--- src/rtl/ex_pkg.sv ---
// rtl/ex_pkg.sv - shared types for the ID/EX operand stage
package ex_pkg;

    localparam int XLEN = 32;

    typedef enum logic [1:0] {
        FWD_RF  = 2'b00,
        FWD_WB  = 2'b01,
        FWD_MEM = 2'b10,
        FWD_H   = 2'b11
    } fwd_sel_e;

    typedef struct packed {
        logic       use_pc;
        logic       use_imm;
        logic       rd_wr;
        logic       mem_rd;
        logic       mem_wr;
        logic [3:0] alu_op;
    } ex_ctrl_t;

    typedef enum logic {
        RUN    = 1'b0,
        BUBBLE = 1'b1
    } state_e;

endpackage

--- src/rtl/operand_fwd_mux.sv ---
// rtl/operand_fwd_mux.sv - 4:1 operand forwarding mux
module operand_fwd_mux
    import ex_pkg::*;
#(
    parameter int W = XLEN
) (
    input  logic [1:0]   sel,
    input  logic [W-1:0] rf_data,
    input  logic [W-1:0] mem_data,
    input  logic [W-1:0] wb_data,
    input  logic [W-1:0] h_data,
    output logic [W-1:0] data
);

    // Pick the freshest copy of the source register named by the forwarding unit
    always_comb begin
        data = rf_data;
        case (fwd_sel_e'(sel))
            FWD_RF:  data = rf_data;
            FWD_WB:  data = wb_data;
            FWD_MEM: data = mem_data;
            FWD_H:   data = h_data;
            default: data = rf_data;
        endcase
    end

endmodule

--- src/rtl/ex_operand_stage.sv ---
// rtl/ex_operand_stage.sv - ID/EX register, operand forwarding and load-use interlock
module ex_operand_stage
    import ex_pkg::*;
#(
    parameter int XLEN  = ex_pkg::XLEN,
    parameter int CNT_W = 32
) (
    input  logic             clk,
    input  logic             rst_n,
    input  logic             id_valid_i,
    input  logic [XLEN-1:0]  id_pc_i,
    input  logic [4:0]       id_rs1_addr_i,
    input  logic [4:0]       id_rs2_addr_i,
    input  logic             id_rs1_used_i,
    input  logic             id_rs2_used_i,
    input  logic [XLEN-1:0]  id_rs1_data_i,
    input  logic [XLEN-1:0]  id_rs2_data_i,
    input  logic [XLEN-1:0]  id_imm_i,
    input  logic [4:0]       id_rd_i,
    input  ex_ctrl_t         id_ctrl_i,
    input  logic             flush_i,
    input  logic [1:0]       forwardA,
    input  logic [1:0]       forwardB,
    input  logic [XLEN-1:0]  mem_fwd_data_i,
    input  logic [XLEN-1:0]  wb_fwd_data_i,
    input  logic [XLEN-1:0]  h_fwd_data_i,
    output logic             stall_o,
    output logic             ex_valid_o,
    output logic [4:0]       ex_rs1_addr_o,
    output logic [4:0]       ex_rs2_addr_o,
    output logic [4:0]       ex_rd_o,
    output ex_ctrl_t         ex_ctrl_o,
    output logic [XLEN-1:0]  alu_a_o,
    output logic [XLEN-1:0]  alu_b_o,
    output logic [XLEN-1:0]  store_data_o,
    output logic [CNT_W-1:0] stall_cnt_o
);

    localparam logic [CNT_W-1:0] CNT_ONE = {{(CNT_W-1){1'b0}}, 1'b1};
    localparam logic [CNT_W-1:0] CNT_MAX = {CNT_W{1'b1}};

    logic             ex_valid_q;
    logic [XLEN-1:0]  ex_pc_q;
    logic [4:0]       ex_rs1_addr_q;
    logic [4:0]       ex_rs2_addr_q;
    logic [XLEN-1:0]  ex_rs1_data_q;
    logic [XLEN-1:0]  ex_rs2_data_q;
    logic [XLEN-1:0]  ex_imm_q;
    logic [4:0]       ex_rd_q;
    ex_ctrl_t         ex_ctrl_q;
    state_e           state_q;
    logic [CNT_W-1:0] stall_cnt_q;

    logic             hz;
    logic             rs1_match;
    logic             rs2_match;
    logic [XLEN-1:0]  fwd_a;
    logic [XLEN-1:0]  fwd_b;

    // Load in EX whose destination is read by the real instruction in ID
    always_comb begin
        rs1_match = id_rs1_used_i && (id_rs1_addr_i == ex_rd_q);
        rs2_match = id_rs2_used_i && (id_rs2_addr_i == ex_rd_q);
        hz        = ex_valid_q && ex_ctrl_q.mem_rd && (ex_rd_q != 5'd0)
                    && (rs1_match || rs2_match) && id_valid_i;
        stall_o   = rst_n && hz && !flush_i && (state_q == RUN);
    end

    // ID/EX register: flush or stall inserts a bubble, otherwise capture ID
    always_ff @(posedge clk) begin
        if (!rst_n || flush_i || stall_o) begin
            ex_valid_q    <= 1'b0;
            ex_pc_q       <= '0;
            ex_rs1_addr_q <= '0;
            ex_rs2_addr_q <= '0;
            ex_rs1_data_q <= '0;
            ex_rs2_data_q <= '0;
            ex_imm_q      <= '0;
            ex_rd_q       <= '0;
            ex_ctrl_q     <= '0;
        end else begin
            ex_valid_q    <= id_valid_i;
            ex_pc_q       <= id_pc_i;
            ex_rs1_addr_q <= id_rs1_used_i ? id_rs1_addr_i : 5'd0;
            ex_rs2_addr_q <= id_rs2_used_i ? id_rs2_addr_i : 5'd0;
            ex_rs1_data_q <= id_rs1_data_i;
            ex_rs2_data_q <= id_rs2_data_i;
            ex_imm_q      <= id_imm_i;
            ex_rd_q       <= id_rd_i;
            ex_ctrl_q     <= id_ctrl_i;
        end
    end

    // Interlock FSM: one stall cycle, then one cycle in which no stall may be raised
    always_ff @(posedge clk) begin
        if (!rst_n) begin
            state_q <= RUN;
        end else begin
            case (state_q)
                RUN:     state_q <= stall_o ? BUBBLE : RUN;
                BUBBLE:  state_q <= RUN;
                default: state_q <= RUN;
            endcase
        end
    end

    // Saturating count of load-use stall cycles
    always_ff @(posedge clk) begin
        if (!rst_n) begin
            stall_cnt_q <= '0;
        end else if (stall_o && (stall_cnt_q != CNT_MAX)) begin
            stall_cnt_q <= stall_cnt_q + CNT_ONE;
        end
    end

    operand_fwd_mux #(.W(XLEN)) u_fwd_a (
        .sel      (forwardA),
        .rf_data  (ex_rs1_data_q),
        .mem_data (mem_fwd_data_i),
        .wb_data  (wb_fwd_data_i),
        .h_data   (h_fwd_data_i),
        .data     (fwd_a)
    );

    operand_fwd_mux #(.W(XLEN)) u_fwd_b (
        .sel      (forwardB),
        .rf_data  (ex_rs2_data_q),
        .mem_data (mem_fwd_data_i),
        .wb_data  (wb_fwd_data_i),
        .h_data   (h_fwd_data_i),
        .data     (fwd_b)
    );

    // ALU operand and store data selection, held at zero while in reset
    always_comb begin
        alu_a_o      = '0;
        alu_b_o      = '0;
        store_data_o = '0;
        if (rst_n) begin
            alu_a_o      = ex_ctrl_q.use_pc  ? ex_pc_q  : fwd_a;
            alu_b_o      = ex_ctrl_q.use_imm ? ex_imm_q : fwd_b;
            store_data_o = fwd_b;
        end
    end

    assign ex_valid_o    = ex_valid_q;
    assign ex_rs1_addr_o = ex_rs1_addr_q;
    assign ex_rs2_addr_o = ex_rs2_addr_q;
    assign ex_rd_o       = ex_rd_q;
    assign ex_ctrl_o     = ex_ctrl_q;
    assign stall_cnt_o   = stall_cnt_q;

endmodule
--- config.mk ---
export PLATFORM = sky130hd
export DESIGN_NAME = ex_operand_stage
export DESIGN_NICKNAME = d
export VERILOG_FILES = /design/src/rtl/ex_pkg.sv /design/src/rtl/operand_fwd_mux.sv /design/src/rtl/ex_operand_stage.sv
export SDC_FILE = /design/constraint.sdc
export NUM_CORES = 1
export LEC_CHECK = 0
export CAP_MARGIN = 20
export CORE_ASPECT_RATIO = 0.5
export CORE_UTILIZATION = 30
export CTS_BUF_LIST = sky130_fd_sc_hd__clkbuf_16
export CTS_CLUSTER_DIAMETER = 100
export DETAILED_ROUTE_END_ITERATION = 10
export SLEW_MARGIN = 10
export SYNTH_ARGS = -nofsm -noshare
export SYNTH_HDL_FRONTEND = slang
export SYNTH_SLANG_ARGS = --single-unit
export TNS_END_PERCENT = 50
--- constraint.sdc ---
create_clock -name clk -period 2.3 [get_ports clk]
set_input_delay 0.23 -clock clk [delete_from_list [all_inputs] [get_ports clk]]
set_output_delay 0.23 -clock clk [all_outputs]
set_load 0.1 [all_outputs]
==> metrics <==
gr usage total 23.9%; pin count of the biggest net entering global routing 42; critical path fanouts, max 3; DR pass1 iterations 4; post-synthesis simple-gate area fraction 22.8%; Setup Viol. Count Final 0; worst-path cell chain buf_6 -> xnor2_2 -> nand4_1 -> o22ai_2 -> buf_4 -> nand2_4 -> inv_4 -> buf_6 -> buf_12; leakage 5.86 nW; max-cap violations 0; required time of the worst setup path 2.07 ns; clk_lat worst skew 0.45 ns; core area 27,900 um^2; Hold Path End ex_pc_q[13]; Yosys top cell area share 43.4%; routed vias/inst 4.86; slowest stage delay, CP 0.36 ns; Post-DP HPWL 26,600 um; initial antenna violation count 1; Fill cells 2,400; Netlist Area Pre-Place 8590 um^2; Hold Crit Start id_pc_i[13]; commonest non-fill, non-tap cell in the layout clkdlybuf4s50_1; critical path class register to primary output; Die Y-Extent 122 um; CP Capture Type primary output; most frequent CP cell buf_6; final hold violation count 0; Reg2Reg Launch Point ex_rd_o[0]; CTS max path bufs 2; status complete, no violations; clk slew on worst S/H paths 0.07 ns; R2R cell count 9; placed cells 1,573; Hold Crit Depth 2; largest family of logic cells by synthesized area multiplexers; slew margin rel. 62.1%; post-route ant nets 0; Post-Syn Area per Cell 10.7 um^2; Power, Total 9.32 mW; cells after synthesis 801; CP startpoint kind register; Slowest-stage cell, CP dfxtp_2; CTS tree built; FF+latch count, synth 186; # rows 43; Compound-Gate Fraction of Synth Area 4.25%; library cells used by synthesis 42; measured slew at the worst slew-check pin 0.565 ns; # nets final 1,477; Peak VDD IR 0.000522 V; Post-Synth XOR/XNOR Area 1.12%; total clock sinks 186; worst reg2reg endpoint ex_imm_q[9]; Final min period 2.25 ns; commonest cells after routing, fill and taps aside clkdlybuf4s50_1 (252), and2_1 (175), dfxtp_1 (174); leading area contributor after synthesis dfxtp_1; width of the die 241 um; GR Overflow Total 0; Port Buffers 411; Final Slew Violations 0; die area 29,400 um^2; DR vias 7,839; WL final 35,000 um; Fmax achieved 0.445 GHz; HP Class primary input to register; syn_nets 1,060; clk_skew 0.00823 ns; Worst Path Arrival 2.02 ns; period utilization 97.7%; layout cells sized above 1 31.8%; CTS H-tree depth 4; warning count from the yosys run 0; Final Util 55.1%; CTS Root Buffer Type clkbuf_16; unrepaired setup endpoints after global routing yes; Post-Synth Adder-Cell Area 0.146%; Min Hold Slack 0.332 ns; largest cells by area after synthesis dfxtp_1 (43%), mux4_2 (17%), and2_1 (13%), mux2i_1 (7.9%), nor2_1 (3.1%); DRT iter0 DRCs 453; mux share of post-synthesis cell area 24.7%; pwr/cell area 605 nW/um^2; Initial Utilization 30.8%; sequential-to-total area share from yosys stat 43.4%; vias in the first global route 7,965; fin cells 1,614; area delta synth->final 79.3%; GP Congestion 0.844; Residual DRC 0; I/O pin total 412; CTS Hold Bufs 0; TritonCTS buffer count 17; first-pass GRT wire length 51,100 um; DR WL/cell 21.7 um; setup slack, reg-to-reg 0.10 ns
## layout make-up
| cell class | instances | area (um^2) | area share [%] |
|---|---|---|---|
| diodes | 1 | 2.50 | 0.0163 |
| clock buffers | 17 | 425 | 2.76 |
| clock inverters | 15 | 135 | 0.878 |
| inverters | 8 | 37.5 | 0.244 |
| multi-input cells | 548 | 5090 | 33.1 |
| flip-flops and latches | 186 | 3740 | 24.3 |
| well taps | 382 | 478 | 3.10 |
| repair buffers | 457 | 5490 | 35.6 |
## kinds of logic after synthesis
group                      after synthesis
and+or+nand+nor                        348
DFF                                    186
muxes                                  132
buffers and inverters                   68
AOI/OAI and AO/OA                       55
xor gates and xnor gates                11
adders and majority gates                1
## critical path: cells and delay by family, from the launching register on
kind                      cells  cell delay (ns)
buffers and inverters         5             0.62
DFF                           1             0.36
AOI/OAI and AO/OA             1             0.25
and+or+nand+nor               2             0.22
xor gates and xnor gates      1             0.11
## how the worst max path moves through the flow
stage,from,endpoint,slack [ns],cells after the start
after floorplan,stall_cnt_o[9],stall_cnt_o[14],-0.28,8
after global placement,id_rs2_addr_i[1],stall_cnt_o[9],0.04,8
after detailed placement,id_rs1_addr_i[1],stall_cnt_o[31],-0.12,8
after CTS,ex_rd_o[3],stall_o,0.02,9
after global routing,ex_rd_o[0],stall_o,-0.02,9
final,ex_rd_o[0],stall_o,0.05,9
## synth_stat cells
cell	n
xnor2_1	10
nand4_1	8
o21a_1	1
nor2_8	1
a21oi_1	18
clkbuf_1	30
a31oi_1	2
nand2_2	1
ha_1	1
dfxtp_1	186
xor2_1	1
nand3_1	13
nor4_1	1
or2_2	1
o31ai_1	7
o311ai_0	5
nand2b_1	6
a31o_2	2
or3_1	10
o41ai_1	6
clkbuf_2	1
buf_6	1
o21ai_0	11
buf_4	11
and2_1	175
buf_1	9
nor3_1	4
inv_1	7
nand2_1	25
nand4b_1	2
o211ai_2	1
and4_1	2
and3_1	17
o22ai_2	1
buf_2	8
nor3_2	2
or4_1	8
o31a_1	1
inv_2	1
nor2_1	72
mux2i_1	68
mux4_2	64
## power by group
| part | switching, mW | internal, mW | leakage (nW) | total [mW] |
|---|---|---|---|---|
| combinational | 1.73 | 1.30 | 4.06 | 3.04 |
| sequential | 0.0381 | 3.33 | 1.53 | 3.36 |
| clock | 1.34 | 1.58 | 0.268 | 2.92 |
| total | 3.11 | 6.21 | 5.86 | 9.32 |
## state kept, by name (all words and copies together), names as in the netlist
register       flops
ex_ctrl_o          9
stall_cnt_o       32
ex_rs2_addr_o      5
state_q            1
ex_imm_q          32
ex_valid_o         1
ex_pc_q           32
ex_rs2_data_q     32
ex_rs1_data_q     32
ex_rd_o            5
ex_rs1_addr_o      5
## what timing repair did
item	in CTS	in global routing
hold endpoints to repair	0	0
gates cloned	0	1
setup endpoints to repair	1	91
pin swaps	4	4
resized for setup	4	12
setup buffers	3	4
## layer usage
layer | vias to the layer above | track usage (%) | part of all wire (%)
met5 | - | 0 | 0
met2 | 190 | 43.2 | 54
met1 | 3938 | 29.2 | 41
met3 | 49 | 3.87 | 3.2
met4 | 0 | 7.32 | 2.0
li1 | 3662 | - | -
## stage by stage
stage          instance area (um^2)  setup slack (ns)  setup TNS [ns]
2_1_floorplan                  9070            -0.283           -5.88
5_1_grt                       15400           -0.0208         -0.0208
3_5_place_dp                  14700            -0.115          -0.385
4_1_cts                       15300            0.0223               0
6_report                      15400            0.0523               0
3_3_place_gp                  14700            0.0408               0
No activity file was read; power rests on OpenSTA's default activity.
